===== src/rtl/pixel_adc_ctrl_if.sv =====
// Control and readout bus of the 2x2 pixel ADC sequencer.
// The sequencer takes the master view; the frame requester / pixel front end takes the slave view.
interface pixel_adc_ctrl_if;
  logic       start;
  logic [7:0] expose_time;
  logic [3:0] cmp;
  logic       erase;
  logic       expose;
  logic [7:0] ramp_code;
  logic [7:0] row1;
  logic [7:0] row2;
  logic       sel;
  logic       write_enable;
  logic       busy;
  logic       done;

  modport master (
    input  start, expose_time, cmp,
    output erase, expose, ramp_code, row1, row2, sel, write_enable, busy, done
  );

  modport slave (
    output start, expose_time, cmp,
    input  erase, expose, ramp_code, row1, row2, sel, write_enable, busy, done
  );
endinterface


===== src/rtl/pixel_adc_ctrl.sv =====
// Single-slope conversion and readout sequencer for a 2x2 pixel array.
// Each frame runs erase, expose, an 8-bit ramp conversion and a two-beat buffer write.
module pixel_adc_ctrl #(
  parameter int ERASE_CYCLES = 4
) (
  input  logic                clk,
  input  logic                reset,
  pixel_adc_ctrl_if.master    bus
);

  localparam logic [7:0] ERASE_LEN = 8'(ERASE_CYCLES);

  typedef enum logic [2:0] {
    S_IDLE,
    S_ERASE,
    S_EXPOSE,
    S_CONVERT,
    S_READ0,
    S_READ1,
    S_DONE
  } state_t;

  state_t     state;
  logic [7:0] cnt;
  logic [7:0] exp_len;
  logic [7:0] code [4];
  logic [3:0] captured;

  logic       erase_r;
  logic       expose_r;
  logic [7:0] ramp_r;
  logic [7:0] row1_r;
  logic [7:0] row2_r;
  logic       sel_r;
  logic       we_r;
  logic       busy_r;
  logic       done_r;

  logic [7:0] cap_code [4];
  logic [7:0] sat_code [4];
  logic [3:0] cap_flag;

  // First-crossing capture against the registered ramp value; sat_code is what
  // each pixel ends with if this is the last ramp step.
  always_comb begin
    for (int i = 0; i < 4; i++) begin
      cap_flag[i] = captured[i] | bus.cmp[i];
      cap_code[i] = (bus.cmp[i] && !captured[i]) ? ramp_r : code[i];
      sat_code[i] = cap_flag[i] ? cap_code[i] : 8'hFF;
    end
  end

  always_ff @(posedge clk or posedge reset) begin
    if (reset) begin
      state    <= S_IDLE;
      cnt      <= '0;
      exp_len  <= '0;
      captured <= '0;
      for (int i = 0; i < 4; i++) code[i] <= '0;
      erase_r  <= 1'b0;
      expose_r <= 1'b0;
      ramp_r   <= '0;
      row1_r   <= '0;
      row2_r   <= '0;
      sel_r    <= 1'b0;
      we_r     <= 1'b0;
      busy_r   <= 1'b0;
      done_r   <= 1'b0;
    end else begin
      case (state)
        S_IDLE: begin
          if (bus.start) begin
            state    <= S_ERASE;
            exp_len  <= (bus.expose_time == 8'd0) ? 8'd1 : bus.expose_time;
            captured <= '0;
            for (int i = 0; i < 4; i++) code[i] <= '0;
            cnt      <= 8'd1;
            erase_r  <= 1'b1;
            busy_r   <= 1'b1;
          end
        end

        S_ERASE: begin
          if (cnt == ERASE_LEN) begin
            state    <= S_EXPOSE;
            cnt      <= 8'd1;
            erase_r  <= 1'b0;
            expose_r <= 1'b1;
          end else begin
            cnt <= cnt + 8'd1;
          end
        end

        S_EXPOSE: begin
          if (cnt == exp_len) begin
            state    <= S_CONVERT;
            cnt      <= '0;
            expose_r <= 1'b0;
            ramp_r   <= 8'd0;
          end else begin
            cnt <= cnt + 8'd1;
          end
        end

        // On the last step the saturated codes go straight onto the first beat.
        S_CONVERT: begin
          if (ramp_r == 8'hFF) begin
            state    <= S_READ0;
            captured <= 4'hF;
            for (int i = 0; i < 4; i++) code[i] <= sat_code[i];
            ramp_r   <= 8'd0;
            we_r     <= 1'b1;
            sel_r    <= 1'b0;
            row1_r   <= sat_code[0];
            row2_r   <= sat_code[1];
          end else begin
            captured <= cap_flag;
            for (int i = 0; i < 4; i++) code[i] <= cap_code[i];
            ramp_r   <= ramp_r + 8'd1;
          end
        end

        S_READ0: begin
          state  <= S_READ1;
          sel_r  <= 1'b1;
          row1_r <= code[2];
          row2_r <= code[3];
        end

        S_READ1: begin
          state  <= S_DONE;
          we_r   <= 1'b0;
          sel_r  <= 1'b0;
          row1_r <= '0;
          row2_r <= '0;
          done_r <= 1'b1;
        end

        S_DONE: begin
          state  <= S_IDLE;
          done_r <= 1'b0;
          busy_r <= 1'b0;
        end

        default: begin
          state    <= S_IDLE;
          erase_r  <= 1'b0;
          expose_r <= 1'b0;
          ramp_r   <= '0;
          row1_r   <= '0;
          row2_r   <= '0;
          sel_r    <= 1'b0;
          we_r     <= 1'b0;
          busy_r   <= 1'b0;
          done_r   <= 1'b0;
        end
      endcase
    end
  end

  assign bus.erase        = erase_r;
  assign bus.expose       = expose_r;
  assign bus.ramp_code    = ramp_r;
  assign bus.row1         = row1_r;
  assign bus.row2         = row2_r;
  assign bus.sel          = sel_r;
  assign bus.write_enable = we_r;
  assign bus.busy         = busy_r;
  assign bus.done         = done_r;

endmodule


===== src/flat_wrapper.sv =====
// flat-port wrapper written by rule: the top's interface ports become plain ports
module pixel_adc_ctrl_flat 
#(
  parameter int ERASE_CYCLES = 4
)
  (clk, reset, bus_start, bus_expose_time, bus_cmp, bus_erase, bus_expose, bus_ramp_code, bus_row1, bus_row2, bus_sel, bus_write_enable, bus_busy, bus_done);
  pixel_adc_ctrl_if bus_i ();
  input  logic clk;
  input  logic reset;
  input wire logic [$bits(bus_i.start)-1:0] bus_start;
  input wire logic [$bits(bus_i.expose_time)-1:0] bus_expose_time;
  input wire logic [$bits(bus_i.cmp)-1:0] bus_cmp;
  output wire logic [$bits(bus_i.erase)-1:0] bus_erase;
  output wire logic [$bits(bus_i.expose)-1:0] bus_expose;
  output wire logic [$bits(bus_i.ramp_code)-1:0] bus_ramp_code;
  output wire logic [$bits(bus_i.row1)-1:0] bus_row1;
  output wire logic [$bits(bus_i.row2)-1:0] bus_row2;
  output wire logic [$bits(bus_i.sel)-1:0] bus_sel;
  output wire logic [$bits(bus_i.write_enable)-1:0] bus_write_enable;
  output wire logic [$bits(bus_i.busy)-1:0] bus_busy;
  output wire logic [$bits(bus_i.done)-1:0] bus_done;
  assign bus_i.start = bus_start;
  assign bus_i.expose_time = bus_expose_time;
  assign bus_i.cmp = bus_cmp;
  assign bus_erase = bus_i.erase;
  assign bus_expose = bus_i.expose;
  assign bus_ramp_code = bus_i.ramp_code;
  assign bus_row1 = bus_i.row1;
  assign bus_row2 = bus_i.row2;
  assign bus_sel = bus_i.sel;
  assign bus_write_enable = bus_i.write_enable;
  assign bus_busy = bus_i.busy;
  assign bus_done = bus_i.done;
  pixel_adc_ctrl #(.ERASE_CYCLES(ERASE_CYCLES)) u_core (.clk(clk), .reset(reset), .bus(bus_i));
endmodule

===== config.mk =====
export PLATFORM = sky130hd
export DESIGN_NAME = pixel_adc_ctrl_flat
export DESIGN_NICKNAME = d
export VERILOG_FILES = /design/src/rtl/pixel_adc_ctrl_if.sv /design/src/rtl/pixel_adc_ctrl.sv /design/src/flat_wrapper.sv
export SDC_FILE = /design/constraint.sdc
export NUM_CORES = 1
export LEC_CHECK = 0
export ABC_AREA = 1
export CORE_ASPECT_RATIO = 2
export CORE_MARGIN = 10
export CORE_UTILIZATION = 34
export CTS_BUF_LIST = sky130_fd_sc_hd__clkbuf_4 sky130_fd_sc_hd__clkbuf_8
export CTS_CLUSTER_DIAMETER = 60
export DETAILED_ROUTE_END_ITERATION = 6
export PLACE_DENSITY = 0.54
export SYNTH_ARGS = -nofsm -noshare
export SYNTH_HDL_FRONTEND = slang
export SYNTH_SLANG_ARGS = --single-unit

===== constraint.sdc =====
create_clock -name clk -period 7.5 [get_ports clk]
set_clock_uncertainty 0.1 [all_clocks]
set_input_delay 1.5 -clock clk [delete_from_list [all_inputs] [get_ports clk]]
set_output_delay 1.5 -clock clk [all_outputs]
set_load 0.05 [all_outputs]

# [Yosys cells after proc, flatten, opt, wreduce, memory -nomap -nowiden]
# Cells that the tools add are included.
# W data, S select, Z words.
[totals] regBits=85
[op_classes] mux=43 addsub=2 n_eq_ne=13 n_reduce_logical=29 bitwise=10
[op_table] op="$mux W8" count=16
[op_table] op="$pmux W8 S3" count=4
[op_table] op="$mux W32" count=2
[op_table] op="$pmux W32 S2" count=1
[op_table] op="$reduce_or A5 Y1" count=6
[op_table] op="$pmux W3 S6" count=1
[op_table] op="$add A8 B1 Y8 const B" count=2
[op_table] op="$reduce_and A2 Y1" count=7
[op_table] op="$mux W3" count=4
[op_table] op="$eq A3 B3 Y1 const B" count=3
[op_table] op="$pmux W1 S3" count=3
[op_table] op="$eq A8 B3 Y1 const B" count=1
[op_table] op="$eq A8 B8 Y1" count=1
[op_table] op="$eq A8 B8 Y1 const B" count=1
[op_table] op="$logic_not A8 Y1" count=1
[op_table] op="$mux W4" count=2
[op_table] op="$pmux W4 S2" count=1
[op_table] op="$eq A3 B2 Y1 const B" count=2
[op_table] op="$mux W1" count=6
[op_table] op="$ne A2 B1 Y1 const B" count=3
[op_table] op="$not A1 Y1" count=6
[op_table] op="$pmux W1 S2" count=3
[op_table] op="$reduce_and A3 Y1" count=2
[op_table] op="$logic_and A1 B1 Y1" count=4
[op_table] op="9 further kinds" count=15

# [Depth between registers and ports, before layout]
[logic_depth] word_depth=6 mapped_depth=11 mapped_depth_nobuf=10

# [Least setup slack after synthesis]
# Ideal clock, no wire load.
[synth_path] path_kind="input port to flip-flop" startpoint="input port bus_cmp[0]" endpoint="register u_core.row1_r[7], in the netlist u_core.bus.row1[7]" n_path_buf=1 setup_ps=119 t_arrival_ps=2296 setup_slack_ps=4985 required_time_ps=7281 stages=7 cell_sequence="nand2_1 clkbuf_1 o21ai_0 o21ai_0 o21ai_0 nand2_1 nand2_1"
[synth_via] elab_chain_cells=5
[synth_lines] element="start: declaration" line="flat_wrapper.sv:12" source="input wire logic [$bits(bus_i.cmp)-1:0] bus_cmp;"
[synth_lines] element="$logic_and A1 B1 Y1" line="pixel_adc_ctrl.sv:48" source="cap_code[i] = (bus.cmp[i] && !captured[i]) ? ramp_r : code[i];"
[synth_lines] element="$mux W8" line="pixel_adc_ctrl.sv:48"
[synth_lines] element="$mux W8 *" line="pixel_adc_ctrl.sv:49" source="sat_code[i] = cap_flag[i] ? cap_code[i] : 8'hFF;"
[synth_lines] element="$mux W8 *" line="pixel_adc_ctrl.sv:107" source="if (ramp_r == 8'hFF) begin"
[synth_lines] element="$pmux W8 S3 *" line="pixel_adc_ctrl.sv:70" source="case (state)"
[synth_lines] element="end signal: assignment" line="pixel_adc_ctrl.sv:114" source="row1_r <= sat_code[0];"
[synth_lines] element="end signal: assignment" line="pixel_adc_ctrl.sv:126" source="row1_r <= code[2];"
[synth_lines] element="end: declaration" line="pixel_adc_ctrl.sv:32" source="logic [7:0] row1_r;"
# Every way passes the cells marked *; elsewhere a longest branch is shown, timed or not. The select of a mux whose other input is x is not followed.
# A chain may end at the register's enable or synchronous reset.

# [Worst setup path after layout]
[layout_path] startpoint="register u_core.ramp_r[2], in the netlist u_core.bus.ramp_code[2]" endpoint="output port bus_ramp_code[2]"
[layout_lines] element="start: declaration" line="pixel_adc_ctrl.sv:31" source="logic [7:0] ramp_r;"
[layout_lines] element="start signal: assignment" line="pixel_adc_ctrl.sv:119" source="ramp_r <= ramp_r + 8'd1;"
[layout_lines] element="end: declaration" line="flat_wrapper.sv:15" source="output wire logic [$bits(bus_i.ramp_code)-1:0] bus_ramp_code;"
# No word-level cell between the ends.

==> results by stage <==
Status:
- The flow ran to the end, and the final reports show no timing, DRC or antenna violations.

Yosys:
- Synthesis inferred 85 register bits.
- The async set-reset flop share out of synthesis is 1.00.
- The simple logic cell fraction of the synthesized area is 0.273.
- In the synthesized netlist the dominant register cell turns out to be dfrtp_1.
- Counting flops with a built-in enable in the synthesized netlist gives 0.
- Among all cell types in the netlist, the one instantiated most often is nand2_1.
- Of the post-synthesis cell area, the dominant cell type holds 0.478.
- The top cell type by total area after synthesis is dfrtp_1.
- Of the total synthesized cell area, the portion taken by full adders, half adders and majority gates is 0.00844.
- In the synthesized netlist, the number of instances is around 600.
- The number of nets in the synthesized netlist is slightly above 600.
- For this run, the register share of the synthesized area comes to 0.478.
- Sorting the synthesized cells by area gives the leading types as dfrtp_1 (48%), nand2_1 (15%), o21ai_0 (12%).
- Ranked by instance count, the synthesized netlist is headed by nand2_1 (181), o21ai_0 (107), dfrtp_1 (85).
- The yosys synthesis warning count is 0.
- The share of cell area taken by muxes after synthesis is 0.
- The number of unique standard cell types used by synthesis is 33.
- The post-synthesis compound-gate area fraction is 0.146.
- The XOR/XNOR share of the synthesized area is 0.0138.
- By area, the combinational part of the netlist is dominated by simple AND/OR/NAND/NOR gates.
- The post-synthesis instance area is between 4000 and 5000 µm².
- A synthesized cell averages ~7.5 µm².

Power:
- The largest voltage drop on the vdd net is ~0.16 mV.
- Of the total power, the clock network draws 0.173.
- Of the total power, the share spent switching nets is 0.480.
- The register share of total power is 0.377.
- The analysis attributes to net switching a power of slightly below 900 µW.
- For this design the static power due to leakage is approximately 0.0025 µW.
- The power per unit of standard cell area is roughly 350 nW/µm².
- The overall power of the completed layout is 1800 µW.
- The cell internal power dissipation is ~940 µW.
- Of the total power, combinational logic draws 0.450.

Global route:
- After global routing the overflow that remains totals 0.
- The combined global-route utilization of all metal layers is 0.137.
- The first-pass GRT wire length is 20200 µm.
- The initial antenna violation count is 0.
- Entering global routing, the biggest net connects 64 pins.
- The via count of the first global-routing pass came to between 3000 and 4000.

Run:
- The count of maximum capacitance violations is 0.

Floorplanning:
- The initial utilization of the core area, before any placement, comes to 0.344.
- The initialized floorplan defines 59 standard-cell rows.
- The floorplan die area is around 18000 µm².
- The core area is about 13000 µm².
- Pin placement for this block handled 45 I/O pins.
- Measured along the x axis, the die boundary spans 101 µm.
- The vertical die dimension is ~180 µm.

Clock network:
- The number of gates resized after CTS was 0.
- Counting the buffers created by CTS gives 9.
- The number of buffers inserted by post-CTS setup repair is 0.
- Clock-pin slew was measured on the worst setup and hold paths at roughly 0.090 ns.
- TritonCTS built the clock tree.
- The clock latency on the worst-skew pair is between 0.3 and 0.4 ns.
- The cts-stage hold buffer count is 0.
- The number of levels in the clock H-tree is 3.
- The clock passes through at most 2 buffers.
- The TritonCTS sink count is 85.
- CTS placed an instance of clkbuf_8 at the clock tree root.

STA:
- The top achievable clock speed is between 300 and 400 MHz.
- The post-route setup TNS is 0 ns.
- Setup repair after global routing left no endpoint under its margin.
- For the pin with the worst max-slew slack, the measured transition is just under 0.9 ns.
- Subtracting the final worst setup slack from the clock period gives 3.31 ns.
- The final max-slew violation count is 0.
- The final hold violation count came to 0.
- In the finished design, the share of the clock period the worst path needs comes to 0.441.
- Hold is met by between 0.3 and 0.4 ns.
- The relative max-transition margin is 0.406.
- The number of setup violations in the final report is 0.
- Once routing completed, OpenROAD measured the worst setup slack at approximately 4.2 ns.

Worst setup path:
- Of all nets on the critical path, the largest fanout is 7.
- The critical path starts at u_core.bus.ramp_code[2]$_DFFE_PP0P_.
- The kind of cell adding the most delay to the critical path is buffers and inverters.
- Walking the worst path, the cells encountered are clkdlybuf4s50_1.
- The worst setup path is launched from a flip-flop.
- The delay of the slowest cell on the worst path is 0.86 ns.
- For the worst setup path, the data arrival time is 1.71 ns.
- The slowest stage of the critical path belongs to the cell clkdlybuf4s50_1.
- By startpoint and endpoint, the worst setup path is classified as flip-flop to output port.
- The logic depth of the worst setup path including buffers is 1.
- For the worst setup path, the data required time is between 5 and 6 ns.
- The kind of end point of the critical path is an output port.
- In this run the critical register-to-register path is launched from u_core.state[1]$_DFFE_PP0P_.
- Counting cells, the worst reg-to-reg path comes to 8.
- Counting both buffers and inverters, the worst setup path holds a total of 1.

Detailed routing:
- Before antenna repair, the detailed router went through 7 iterations.
- The detailed-route DRC error count is 0.
- Once detail routing completed, the nets flagged for antenna violations numbered 0.
- In the final routed layout, each cell accounts on average for around 16 µm.
- After detailed routing, the number of vias per cell comes to just over 5.
- The number of design-rule violations left by the first detailed-router iteration is 247.
- The total via count after detailed routing is between 4000 and 5000.
- Wires add up to 12500 µm.

Final layout:
- Fill cells in the final layout number about 1300.
- In the final layout, the share of cells above drive strength 1 is 0.0618.
- The repair_antennas step left the layout with diodes totalling 0.
- After routing the design area is between 5000 and 6000 µm².
- The number of nets in the layout is roughly 640.
- The relative area change from synthesis to final layout is 16.3%.

Placement:
- The number of I/O port buffers is 44.
- The total half-perimeter wirelength after legalization and detailed placement is 9000 µm.
- In this run the cell area measured after placement is around 5000 µm².
- Before CTS, the worst setup slack after placement is 4.19 ns.
- The congestion estimate from routability-driven global placement came to roughly 0.83.

Hold path:
- The kind of path behind the tightest hold check is flip-flop to flip-flop.
- The number of stages on the worst hold path is 2.
- The startpoint identified for the worst hold timing path is u_core.bus.row1[0]$_DFFE_PP0P_.
## state kept, by name, indices dropped and copies added, names as in the netlist
signal,count
u_core.code,32
u_core.bus.ramp_code,8
u_core.bus.row1,8
u_core.bus.row2,8
u_core.cnt,8
u_core.exp_len,8
u_core.captured,4
u_core.state,3
u_core.bus.busy,1
u_core.bus.done,1
u_core.bus.erase,1
u_core.bus.expose,1
u_core.bus.sel,1
u_core.bus.write_enable,1
## power by group through the flow
stage                     logic [µW]  registers [µW]  clock network, µW
after floorplan                  483             788                  0
after global placement           814             686                  0
after detailed placement         823             689                  0
after CTS                        825             680                317
after global routing             900             698                339
final                            811             678                311
## final timing paths
path / end / slack [ns]
min reg2reg: u_core.bus.row1[0]$_DFFE_PP0P_ / 0.38
min: u_core.bus.row1[0]$_DFFE_PP0P_ / 0.38
max: bus_ramp_code[2] / 4.19
max in group asynchronous: u_core.bus.row1[7]$_DFFE_PP0P_ / 4.80
min in group asynchronous: u_core.bus.row2[0]$_DFFE_PP0P_ / 1.32
max reg2reg: u_core.bus.sel$_DFFE_PP0P_ / 4.98
## area by class of cell
cell class | instances | area, µm² | share of cell area
Sequential cell | 85 | 2130 | 0.411
Tap cell | 152 | 190 | 0.0368
Clock buffer | 10 | 131 | 0.0254
Multi-Input combinational cell | 418 | 1960 | 0.380
Inverter | 66 | 256 | 0.0496
Clock inverter | 6 | 48.8 | 0.00943
Timing Repair Buffer | 46 | 455 | 0.0881
## metal layers
layer | track usage | vias up | share of wire
met5 | 0 | - | 0
met4 | 0.0472 | 0 | 0.016
met3 | 0.0304 | 12 | 0.044
met2 | 0.253 | 90 | 0.56
met1 | 0.145 | 1927 | 0.38
li1 | - | 1978 | -
## per-stage QoR
step,std cells,utilization
2_1_floorplan,589,-
3_3_place_gp,767,0.386
3_5_place_dp,767,0.386
4_1_cts,783,0.400
5_1_grt,783,0.400
6_report,783,0.400
## cell usage in the layout (no fill, tap or decap), drive strengths merged
master	instances
o211ai	3
clkinv	4
nand2	184
clkbuf	10
buf	2
o221ai	2
a21boi	2
nand3	41
nor2	38
xnor2	3
nand4	10
xor2	4
o21bai	1
clkdlybuf4s50	44
inv	65
a21oi	1
clkinvlp	3
dfrtp	85
o21ai	112
ha	3
nor3	11
o22ai	2
or2	1
## logic make-up after synthesis
family / Yosys count
XOR/XNOR: 7
adder cells (fa/ha/maj): 3
flip-flops: 85
buffers and inverters: 86
AO/OA/AOI/OAI: 123
AND/OR/NAND/NOR: 285
Power figures use the tool's default switching activity.
